===== src/rtl/oled_pkg.sv =====
// Shared constants, parser state encoding and index helpers for the
// SSD1331 link receiver.
package oled_pkg;

  localparam int OLED_WIDTH  = 96;
  localparam int OLED_HEIGHT = 64;

  localparam logic [7:0] CMD_SET_COL = 8'h15;
  localparam logic [7:0] CMD_SET_ROW = 8'h75;

  typedef enum logic [2:0] {
    P_IDLE  = 3'd0,
    P_COL_S = 3'd1,
    P_COL_E = 3'd2,
    P_ROW_S = 3'd3,
    P_ROW_E = 3'd4
  } parser_state_e;

  // Limit a 7-bit address parameter to the last valid column/row.
  function automatic logic [6:0] clamp_addr(input logic [6:0] v, input logic [6:0] lim);
    return (v > lim) ? lim : v;
  endfunction

  // Raw controller address: row*width + col, unsigned, 13 bits.
  function automatic logic [12:0] pix_index(input logic [6:0] row, input logic [6:0] col,
                                            input int width);
    return 13'(13'(row) * 13'(width) + 13'(col));
  endfunction

endpackage


===== src/rtl/oled_spi_receiver_if.sv =====
// The four PmodOLED link pins as seen between driver (master) and receiver (slave).
interface oled_spi_receiver_if;
  logic cs;
  logic sclk;
  logic sdin;
  logic d_cn;

  modport master (output cs, output sclk, output sdin, output d_cn);
  modport slave  (input cs, input sclk, input sdin, input d_cn);
endinterface


===== src/rtl/oled_rx_sync.sv =====
// Multi-stage synchroniser for the asynchronous link pins, plus rising-edge
// detection on sclk and cs. Idle level of cs/sclk is high, so those flops
// reset to 1 to avoid a spurious edge when reset is released.
module oled_rx_sync #(
  parameter int STAGES = 2
) (
  input  logic clk,
  input  logic reset_n,
  input  logic cs_i,
  input  logic sclk_i,
  input  logic sdin_i,
  input  logic d_cn_i,
  output logic sdin_o,
  output logic dcn_o,
  output logic sclk_rise_o,
  output logic cs_rise_o,
  output logic cs_prev_o
);

  logic [STAGES-1:0] cs_q;
  logic [STAGES-1:0] sclk_q;
  logic [STAGES-1:0] sdin_q;
  logic [STAGES-1:0] dcn_q;
  logic              cs_prev_q;
  logic              sclk_prev_q;

  // Shift each pin through the synchroniser chain and keep one extra history bit for edges.
  always_ff @(posedge clk) begin
    if (!reset_n) begin
      cs_q        <= {STAGES{1'b1}};
      sclk_q      <= {STAGES{1'b1}};
      sdin_q      <= {STAGES{1'b0}};
      dcn_q       <= {STAGES{1'b0}};
      cs_prev_q   <= 1'b1;
      sclk_prev_q <= 1'b1;
    end else begin
      cs_q        <= {cs_q[STAGES-2:0], cs_i};
      sclk_q      <= {sclk_q[STAGES-2:0], sclk_i};
      sdin_q      <= {sdin_q[STAGES-2:0], sdin_i};
      dcn_q       <= {dcn_q[STAGES-2:0], d_cn_i};
      cs_prev_q   <= cs_q[STAGES-1];
      sclk_prev_q <= sclk_q[STAGES-1];
    end
  end

  assign sdin_o      = sdin_q[STAGES-1];
  assign dcn_o       = dcn_q[STAGES-1];
  assign sclk_rise_o = sclk_q[STAGES-1] & ~sclk_prev_q;
  assign cs_rise_o   = cs_q[STAGES-1] & ~cs_prev_q;
  assign cs_prev_o   = cs_prev_q;

endmodule


===== src/rtl/oled_spi_receiver.sv =====
// SSD1331 link receiver: deserialises bytes, parses column/row window
// commands, pairs data bytes into RGB565 pixels and tracks the write cursor.
module oled_spi_receiver
  import oled_pkg::*;
#(
  parameter int WIDTH       = OLED_WIDTH,
  parameter int HEIGHT      = OLED_HEIGHT,
  parameter int SYNC_STAGES = 2
) (
  input  logic                clk,
  input  logic                reset_n,
  oled_spi_receiver_if.slave  link,
  output logic                cmd_valid,
  output logic [7:0]          cmd_byte,
  output logic                pixel_valid,
  output logic [15:0]         pixel_data,
  output logic [12:0]         pixel_index,
  output logic                frame_done,
  output logic                byte_err
);

  localparam logic [6:0] COL_MAX = 7'(WIDTH - 1);
  localparam logic [6:0] ROW_MAX = 7'(HEIGHT - 1);

  logic sdin_s, dcn_s, sclk_rise_s, cs_rise_s, cs_prev_s, shift_en_s;

  oled_rx_sync #(.STAGES(SYNC_STAGES)) u_sync (
    .clk         (clk),
    .reset_n     (reset_n),
    .cs_i        (link.cs),
    .sclk_i      (link.sclk),
    .sdin_i      (link.sdin),
    .d_cn_i      (link.d_cn),
    .sdin_o      (sdin_s),
    .dcn_o       (dcn_s),
    .sclk_rise_o (sclk_rise_s),
    .cs_rise_o   (cs_rise_s),
    .cs_prev_o   (cs_prev_s)
  );

  // Gate on the previous cs sample so a bit arriving with the cs rise still counts.
  assign shift_en_s = sclk_rise_s & ~cs_prev_s;

  // ---------------- deserialiser ----------------
  logic [2:0] cnt_q, cnt_d;
  logic [7:0] shift_q, shift_d;
  logic [7:0] byte_q, byte_d;
  logic       bdcn_q, bdcn_d;
  logic       stb_q, stb_d;
  logic       abort_q, abort_d;

  // Shift bits in, latch complete bytes, and flag bytes cut short by cs.
  always_comb begin
    cnt_d   = cnt_q;
    shift_d = shift_q;
    byte_d  = byte_q;
    bdcn_d  = bdcn_q;
    stb_d   = 1'b0;
    abort_d = 1'b0;
    if (shift_en_s) begin
      shift_d = {shift_q[6:0], sdin_s};
      cnt_d   = cnt_q + 3'd1;
      if (cnt_q == 3'd7) begin
        stb_d  = 1'b1;
        byte_d = {shift_q[6:0], sdin_s};
        bdcn_d = dcn_s;
      end else if (cs_rise_s) begin
        cnt_d   = 3'd0;
        abort_d = 1'b1;
      end else begin
        abort_d = 1'b0;
      end
    end else if (cs_rise_s && (cnt_q != 3'd0)) begin
      cnt_d   = 3'd0;
      abort_d = 1'b1;
    end else begin
      cnt_d = cnt_q;
    end
  end

  // Deserialiser state register.
  always_ff @(posedge clk) begin
    if (!reset_n) begin
      cnt_q   <= 3'd0;
      shift_q <= 8'h00;
      byte_q  <= 8'h00;
      bdcn_q  <= 1'b0;
      stb_q   <= 1'b0;
      abort_q <= 1'b0;
    end else begin
      cnt_q   <= cnt_d;
      shift_q <= shift_d;
      byte_q  <= byte_d;
      bdcn_q  <= bdcn_d;
      stb_q   <= stb_d;
      abort_q <= abort_d;
    end
  end

  // ---------------- parser, pixel pairing, cursor ----------------
  parser_state_e state_q, state_d;
  logic        hi_pend_q, hi_pend_d;
  logic [7:0]  hi_byte_q, hi_byte_d;
  logic [6:0]  col_sp_q, col_sp_d, row_sp_q, row_sp_d;
  logic [6:0]  col_start_q, col_start_d, col_end_q, col_end_d;
  logic [6:0]  row_start_q, row_start_d, row_end_q, row_end_d;
  logic [6:0]  col_q, col_d, row_q, row_d;
  logic        cmd_valid_q, cmd_valid_d, pixel_valid_q, pixel_valid_d;
  logic        frame_done_q, frame_done_d, byte_err_q, byte_err_d;
  logic [7:0]  cmd_byte_q, cmd_byte_d;
  logic [15:0] pixel_data_q, pixel_data_d;
  logic [12:0] pixel_index_q, pixel_index_d;
  logic [6:0]  col_par_s, row_par_s;

  assign col_par_s = clamp_addr(byte_q[6:0], COL_MAX);
  assign row_par_s = clamp_addr(byte_q[6:0], ROW_MAX);

  // Handle each completed byte: command parsing, pixel assembly and cursor walk.
  always_comb begin
    state_d       = state_q;
    hi_pend_d     = hi_pend_q;
    hi_byte_d     = hi_byte_q;
    col_sp_d      = col_sp_q;
    row_sp_d      = row_sp_q;
    col_start_d   = col_start_q;
    col_end_d     = col_end_q;
    row_start_d   = row_start_q;
    row_end_d     = row_end_q;
    col_d         = col_q;
    row_d         = row_q;
    cmd_valid_d   = 1'b0;
    cmd_byte_d    = cmd_byte_q;
    pixel_valid_d = 1'b0;
    pixel_data_d  = pixel_data_q;
    pixel_index_d = pixel_index_q;
    frame_done_d  = 1'b0;
    byte_err_d    = abort_q;
    if (stb_q && !bdcn_q) begin
      cmd_valid_d = 1'b1;
      cmd_byte_d  = byte_q;
      if (hi_pend_q) begin
        hi_pend_d  = 1'b0;
        byte_err_d = 1'b1;
      end else begin
        hi_pend_d = 1'b0;
      end
      case (state_q)
        P_IDLE: begin
          if (byte_q == CMD_SET_COL) begin
            state_d = P_COL_S;
          end else if (byte_q == CMD_SET_ROW) begin
            state_d = P_ROW_S;
          end else begin
            state_d = P_IDLE;
          end
        end
        P_COL_S: begin
          col_sp_d = col_par_s;
          state_d  = P_COL_E;
        end
        P_COL_E: begin
          col_start_d = col_sp_q;
          col_end_d   = (col_par_s < col_sp_q) ? col_sp_q : col_par_s;
          col_d       = col_sp_q;
          row_d       = row_start_q;
          state_d     = P_IDLE;
        end
        P_ROW_S: begin
          row_sp_d = row_par_s;
          state_d  = P_ROW_E;
        end
        P_ROW_E: begin
          row_start_d = row_sp_q;
          row_end_d   = (row_par_s < row_sp_q) ? row_sp_q : row_par_s;
          col_d       = col_start_q;
          row_d       = row_sp_q;
          state_d     = P_IDLE;
        end
        default: state_d = P_IDLE;
      endcase
    end else if (stb_q) begin
      state_d = P_IDLE;
      if (!hi_pend_q) begin
        hi_pend_d = 1'b1;
        hi_byte_d = byte_q;
      end else begin
        hi_pend_d     = 1'b0;
        pixel_valid_d = 1'b1;
        pixel_data_d  = {hi_byte_q, byte_q};
        pixel_index_d = pix_index(row_q, col_q, WIDTH);
        if (col_q != col_end_q) begin
          col_d = col_q + 7'd1;
        end else begin
          col_d = col_start_q;
          if (row_q != row_end_q) begin
            row_d = row_q + 7'd1;
          end else begin
            row_d        = row_start_q;
            frame_done_d = 1'b1;
          end
        end
      end
    end else begin
      state_d = state_q;
    end
  end

  // Parser, window, cursor and registered output state.
  always_ff @(posedge clk) begin
    if (!reset_n) begin
      state_q       <= P_IDLE;
      hi_pend_q     <= 1'b0;
      hi_byte_q     <= 8'h00;
      col_sp_q      <= 7'd0;
      row_sp_q      <= 7'd0;
      col_start_q   <= 7'd0;
      col_end_q     <= COL_MAX;
      row_start_q   <= 7'd0;
      row_end_q     <= ROW_MAX;
      col_q         <= 7'd0;
      row_q         <= 7'd0;
      cmd_valid_q   <= 1'b0;
      cmd_byte_q    <= 8'h00;
      pixel_valid_q <= 1'b0;
      pixel_data_q  <= 16'h0000;
      pixel_index_q <= 13'd0;
      frame_done_q  <= 1'b0;
      byte_err_q    <= 1'b0;
    end else begin
      state_q       <= state_d;
      hi_pend_q     <= hi_pend_d;
      hi_byte_q     <= hi_byte_d;
      col_sp_q      <= col_sp_d;
      row_sp_q      <= row_sp_d;
      col_start_q   <= col_start_d;
      col_end_q     <= col_end_d;
      row_start_q   <= row_start_d;
      row_end_q     <= row_end_d;
      col_q         <= col_d;
      row_q         <= row_d;
      cmd_valid_q   <= cmd_valid_d;
      cmd_byte_q    <= cmd_byte_d;
      pixel_valid_q <= pixel_valid_d;
      pixel_data_q  <= pixel_data_d;
      pixel_index_q <= pixel_index_d;
      frame_done_q  <= frame_done_d;
      byte_err_q    <= byte_err_d;
    end
  end

  assign cmd_valid   = cmd_valid_q;
  assign cmd_byte    = cmd_byte_q;
  assign pixel_valid = pixel_valid_q;
  assign pixel_data  = pixel_data_q;
  assign pixel_index = pixel_index_q;
  assign frame_done  = frame_done_q;
  assign byte_err    = byte_err_q;

endmodule


===== src/flat_wrapper.sv =====
// flat-port wrapper written by rule: the top's interface ports become plain ports
module oled_spi_receiver_flat import oled_pkg::*;
#(
  parameter int WIDTH       = OLED_WIDTH,
  parameter int HEIGHT      = OLED_HEIGHT,
  parameter int SYNC_STAGES = 2
)
  (clk, reset_n, cmd_valid, cmd_byte, pixel_valid, pixel_data, pixel_index, frame_done, byte_err, link_cs, link_sclk, link_sdin, link_d_cn);
  oled_spi_receiver_if link_i ();
  input  logic clk;
  input  logic reset_n;
  output logic cmd_valid;
  output logic [7:0] cmd_byte;
  output logic pixel_valid;
  output logic [15:0] pixel_data;
  output logic [12:0] pixel_index;
  output logic frame_done;
  output logic byte_err;
  input wire logic [$bits(link_i.cs)-1:0] link_cs;
  input wire logic [$bits(link_i.sclk)-1:0] link_sclk;
  input wire logic [$bits(link_i.sdin)-1:0] link_sdin;
  input wire logic [$bits(link_i.d_cn)-1:0] link_d_cn;
  assign link_i.cs = link_cs;
  assign link_i.sclk = link_sclk;
  assign link_i.sdin = link_sdin;
  assign link_i.d_cn = link_d_cn;
  oled_spi_receiver #(.WIDTH(WIDTH), .HEIGHT(HEIGHT), .SYNC_STAGES(SYNC_STAGES)) u_core (.clk(clk), .reset_n(reset_n), .link(link_i), .cmd_valid(cmd_valid), .cmd_byte(cmd_byte), .pixel_valid(pixel_valid), .pixel_data(pixel_data), .pixel_index(pixel_index), .frame_done(frame_done), .byte_err(byte_err));
endmodule

===== config.mk =====
export PLATFORM = sky130hd
export DESIGN_NAME = oled_spi_receiver_flat
export DESIGN_NICKNAME = d
export VERILOG_FILES = /design/src/rtl/oled_pkg.sv /design/src/rtl/oled_spi_receiver_if.sv /design/src/rtl/oled_rx_sync.sv /design/src/rtl/oled_spi_receiver.sv /design/src/flat_wrapper.sv
export SDC_FILE = /design/constraint.sdc
export NUM_CORES = 1
export LEC_CHECK = 0
export ABC_AREA = 1
export CORE_MARGIN = 5
export CORE_UTILIZATION = 45
export CTS_CLUSTER_DIAMETER = 150
export DETAILED_ROUTE_END_ITERATION = 7
export GPL_TIMING_DRIVEN = 0
export MAX_ROUTING_LAYER = met4
export PLACE_DENSITY = 0.63
export SYNTH_ARGS = -nofsm -noshare
export SYNTH_HDL_FRONTEND = slang
export SYNTH_SLANG_ARGS = --single-unit
export TNS_END_PERCENT = 1

===== constraint.sdc =====
create_clock -name clk -period 4.46 [get_ports clk]
set_clock_uncertainty 0.1 [all_clocks]
set_input_delay 1.338 -clock clk [delete_from_list [all_inputs] [get_ports clk]]
set_output_delay 1.338 -clock clk [all_outputs]
set_load 0.01 [all_outputs]

### After elaboration in Yosys (flattened, before gate mapping)

Cells that the tools add are included.

| word-level totals | value |
|---|---|
| register bits after elaboration | 140 |
| input port bits | 6 |
| output and inout port bits | 41 |
| word-level logic and storage cells | 115 |

| operators by class | value |
|---|---|
| add/sub/neg operators | 4 |
| multipliers | 1 |
| order comparisons | 4 |
| equality and inequality tests | 11 |
| muxes and demuxes | 35 |
| bitwise operators | 9 |
| reduce and logical (&&, ||, !) cells | 21 |

Operators by type and width:

| cell | count |
|---|---|
| $mux 7 | 13 |
| $pmux 7 s2 | 2 |
| $mux 3 | 7 |
| $add 7x1->7 const B | 2 |
| $lt 7x7->1 | 2 |
| $ne 7x7->1 | 2 |
| $add 13x7->13 | 1 |
| $reduce_and 2->1 | 6 |
| $mux 1 | 11 |
| $pmux 3 s3 | 1 |
| $reduce_and 3->1 | 3 |
| $eq 8x5->1 const B | 1 |
| $eq 8x7->1 const B | 1 |
| $mul 7x2->8 const B | 1 |
| $gt 7x6->1 const B | 1 |
| $gt 7x7->1 const B | 1 |
| $eq 3x2->1 const B | 2 |
| $eq 3x3->1 const B | 2 |
| $not 1->1 | 6 |
| $reduce_bool 2->1 | 3 |
| $reduce_or 5->1 | 1 |
| $reduce_and 4->1 | 1 |
| $add 3x1->3 const B | 1 |
| $and 1x1->1 | 3 |
| 10 further kinds | 11 |

### Logic depth before layout (Yosys ltp)

Gate-level depths: netlist of the first run.

| logic depth | value |
|---|---|
| depth in word-level cells | 6 |
| depth in mapped cells | 14 |
| mapped depth without buffers | 14 |

### By module

From an unflattened synthesis of the first run, not the netlist that was laid out.

| unflattened totals | value |
|---|---|
| cell total of the unflattened synthesis | 912 |
| area, all modules | 6,658.9 µm² |

By module, submodules not included:

| module | instances | cells an instance | area an instance (µm²) | seq. area each (µm²) |
|---|---|---|---|---|
| oled_spi_receiver | 1 | 879 | 6,364.9 | 2,602.5 |
| oled_rx_sync | 1 | 33 | 294.0 | 200.2 |

### Worst setup path after synthesis of the first run

Ideal clock, no wire load.

| timing | value |
|---|---|
| kind | input-to-reg |
| start | in reset_n |
| end | reg u_core.pixel_data_q[1] (netlist: u_core.pixel_data[1]) |
| library setup time | 0.070 ns |
| arrival time | 2.055 ns |
| data required time | 4.290 ns |
| path slack | 2.235 ns |
| stages | 4 |
| path buffers | 2 |
| cells stage by stage | clkbuf_1 buf_1 o21ai_0 a21oi_1 |

RTL lines:

| element | RTL line | RTL |
|---|---|---|
| start, declared | flat_wrapper.sv:11 | `input logic reset_n;` |
| end signal, assigned | oled_spi_receiver.sv:244 | `pixel_data_q <= pixel_data_d;` |
| end, declared | oled_spi_receiver.sv:111 | `logic [15:0] pixel_data_q, pixel_data_d;` |

### Final worst setup path of the first run

| timing | value |
|---|---|
| start | in reset_n |
| end | reg u_core.row_start_q[0] |

RTL lines:

| element | RTL line | RTL |
|---|---|---|
| end signal, assigned | oled_spi_receiver.sv:237 | `row_start_q <= row_start_d;` |
| end, declared | oled_spi_receiver.sv:106 | `logic [6:0] row_start_q, row_start_d, row_end_q, row_end_d;` |

No word-level cell between the ends.

==> summary.md, run 1 <==
| Metric | Value |
|---|---|
| Die X | `131 µm` |
| Placed Area | `0.00731 mm²` |
| Ant diodes | `0` |
| IO Port Bufs | `46` |
| Number of remaining DRC errors | `0` |
| Final WS setup | `1.46 ns` |
| Number of synthesized flops with an enable pin | `0` |
| Setup Fix Bufs, Post-CTS | `0` |
| Ys async rst share | `0%` |
| Detailed Place HPWL | `about 13000 µm` |
| CTS tree | `yes` |
| Share of the yosys chip area belonging to registers | `42.3%` |
| Leakage | `3.33 nW` |
| Mapped Area | `~0.0066 mm²` |
| Final core occ | `54.4%` |
| Largest net degree at the start of global routing | `17` |
| Avg Cell Area, Syn | `7.40 µm²` |
| Worst-path fanout max | `10` |
| Worst vdd ir | `0.000251 V` |
| Startpoint Class | `primary input` |
| Longest Clk Path Bufs | `2` |
| RSZ-0062 raised after global routing | `false` |
| H-tree levels | `4` |
| FF-to-FF End | `u_core.row_end_q[2]$_SDFFE_PN1P_` |
| Status | `finished clean` |
| Vias | `between 5000 and 6000` |
| Mapped Nets | `927` |
| Core area | `0.0145 mm²` |
| Vias in the first global route | `5507` |
| Critical path class | `primary input to flop` |
| Ys flop type | `dfxtp_1` |
| Hold Crit Depth | `2` |
| Mapped Cells | `895` |
| Clock sink total | `140` |
| Drt initial violations | `364` |
| First-pass GRT wire length | `28600 µm` |
| Finished Cell Area | `0.00788 mm²` |
| Actual slew at the worst max-slew pin | `0.653 ns` |
| Drt pass-1 iters | `5` |
| Min-Delay Path Class | `flop to flop` |
| Initial antenna violation count | `0` |
| Final nets | `992` |
| Achievable frequency | `between 0.3 and 0.4 GHz` |
| Worst hold start | `u_core.u_sync.dcn_q[0]$_SDFF_PN0_` |
| Max Slew Vio Count | `0` |
| FF+latch count, synth | `140` |
| GRT Total Usage | `a little over a fifth` |
| Vias/cell | `5.00` |
| CTS Buf Count | `17` |
| I/O Pins | `47` |
| Area Growth Syn to Fin | `19.0%` |
| Required @ worst endpoint | `4.73 ns` |
| R2R depth | `11` |
| Worst r2r src | `u_core.byte_q[6]$_SDFFE_PN0P_` |
| Flop-to-flop setup slack | `1.77 ns` |
| Setup TNS | `0 ns` |
| Yosys warning count | `0` |
| Clk_lat worst skew | `0.43 ns` |
| Total design power | `2.66 mW` |
| PwrDens | `338 mW/mm²` |
| Non-filler cells, final | `1157` |
| Layout cell share with drive strength beyond 1 | `8.02%` |
| Remaining Overflow, GRT | `0` |
| Crit. End Element | `flop` |
| Crit path time final | `3.00 ns` |
| Final period util | `67.2%` |
| # rows | `44` |
| Hold Buf Count CTS | `0` |
| Drt total wl | `17300 µm` |
| Dpl ws | `0.978 ns` |
| GPL Wtd Cong | `0.876` |
| Rel. slew slack | `56.5%` |
| Clock tree root buffer cell | `clkbuf_16` |
| Post-CTS sizing | `0` |
| Routed Antenna Nets | `0` |
| Die area | `0.0172 mm²` |
| Die Ht | `131 µm` |
| Total of max-cap violations | `0` |
| Setup Viol. Count Final | `0` |
| Worst hold endpoint | `u_core.u_sync.dcn_q[1]$_SDFF_PN0_` |
| Worst Hold Slack | `0.310 ns` |
| Final hold violation count | `0` |
| Critical path arrival | `around 3.3 ns` |
| Post-synth cell types | `41` |
| Starting Density | `45.7%` |
| Average wire per standard cell | `14.9 µm` |
| Clk slew on worst S/H paths | `0.06 ns` |
| Post-Place Cells | `1125` |
## cell usage after synthesis (all sizes together) (3+ instances only)
master  count  share of area (%)
clkbuf     21                1.2
o21a        6               0.68
inv       113                6.4
nor2      106                6.8
nand2     142                8.4
or2         5               0.47
o21ai      95                7.4
nand3      74                5.7
xnor2      17                2.4
ha         24                4.5
o22ai       7               0.66
a21oi      93                7.0
dfxtp     140                 42
buf        15                1.4
nor3        6               0.77
nand4       5               0.47
xor2       10                1.3
a211oi      3               0.42
## final cells by class
| cell class | instances | area [µm²] |
|---|---|---|
| fillers | 1438 | 6600 |
| plain buffers | 36 | 174 |
| flip-flops and latches | 140 | 2800 |
| clock buffers | 17 | 425 |
| multi-input cells | 605 | 3220 |
| well taps | 184 | 230 |
| repair buffers | 46 | 460 |
| clock inverters | 15 | 143 |
| inverters | 114 | 428 |
## power breakdown
part	switching, mW	leakage [nW]	internal (mW)
sequential	0.00130	1.13	1.25
combinational	0.0342	1.93	0.0129
clock	0.619	0.271	0.739
total	0.655	3.33	2.01
## worst max-delay path by stage
| stage | from | to | slack, ns | cells after the start |
|---|---|---|---|---|
| 2_1_floorplan | reset_n | u_core.pixel_data[1]$_SDFFE_PN0P_ | 2.23 | 4 |
| 3_3_place_gp | reset_n | u_core.pixel_index[4]$_SDFFE_PN0P_ | 1.05 | 5 |
| 3_5_place_dp | reset_n | u_core.pixel_data[15]$_SDFFE_PN0P_ | 0.98 | 5 |
| 4_1_cts | reset_n | u_core.pixel_index[6]$_SDFFE_PN0P_ | 1.43 | 5 |
| 5_1_grt | reset_n | u_core.pixel_index[6]$_SDFFE_PN0P_ | 1.33 | 5 |
| 6_report | reset_n | u_core.row_start_q[0]$_SDFFE_PN0P_ | 1.46 | 4 |
## layout by cell type, fill, tap and decap left out, types with 3 or more instances in the layout
cell / count
buf_6: 3
nor2_2: 3
nor2_1: 97
xnor2_1: 16
o21a_1: 6
inv_2: 5
nand3_1: 73
or2_2: 5
clkbuf_1: 21
nor2_4: 6
clkdlybuf4s50_1: 46
xor2_1: 10
nor3_1: 3
nand4_1: 5
inv_8: 3
clkinvlp_4: 3
nand2_2: 4
clkbuf_16: 17
inv_6: 7
o22ai_1: 7
o21ai_0: 92
dfxtp_1: 140
a21oi_1: 93
buf_2: 10
inv_1: 108
ha_1: 24
nand2_1: 136
## routing by layer
metal	up-vias	GRT usage (%)	share of wire, %
met3	29	4.55	3.2
met1	2617	27.1	48
met2	79	32.6	46
met4	0	6.57	2.2
met5	-	-	0
li1	3059	-	-
## sequential cells by signal, indices dropped and copies added (netlist names), 8 cells and up
signal and flops:
u_core.byte_q 8, u_core.cmd_byte 8, u_core.hi_byte_q 8, u_core.pixel_data 16, u_core.pixel_index 13
## worst max-delay path, stage by stage
cell,delay [ns]
clkdlybuf4s50_1,0.63
clkbuf_1,0.52
clkbuf_1,0.57
o21a_1,0.21
## cell families after synthesis
| family | share of synthesized area [%] |
|---|---|
| buffers and inverters | 9.09 |
| flip-flops | 42.3 |
| AO/OA/AOI/OAI | 16.8 |
| XOR/XNOR | 3.68 |
| adder cells (fa/ha/maj) | 5.14 |
| AND/OR/NAND/NOR | 22.9 |
| other | 0.0566 |
(Power assumes the default switching activity.)
==> run 2, diff against run 1 <==
- clock period: 4.46 -> 3 ns (I/O delays scaled with it)
==> results of run 2 <==
Same layout as run 1 (identical final DEF). Status: finished clean.
Main changes from that run: setup slack after placement 0.978 ns -> -0.0438 ns; clock-pin slew on the worst setup and hold paths 0.06 ns -> 0.07 ns; setup slack after layout 1.46 ns -> 0.308 ns; start point of the critical path reset_n -> u_core.byte_q[6]$_SDFFE_PN0P_; end point of the critical path u_core.row_start_q[0]$_SDFFE_PN0P_ -> u_core.row_end_q[2]$_SDFFE_PN1P_; register-to-register setup slack 1.77 ns -> 0.31 ns; total power 2.66 mW -> 3.95 mW; worst IR drop on VDD 0.000251 V -> 0.000373 V
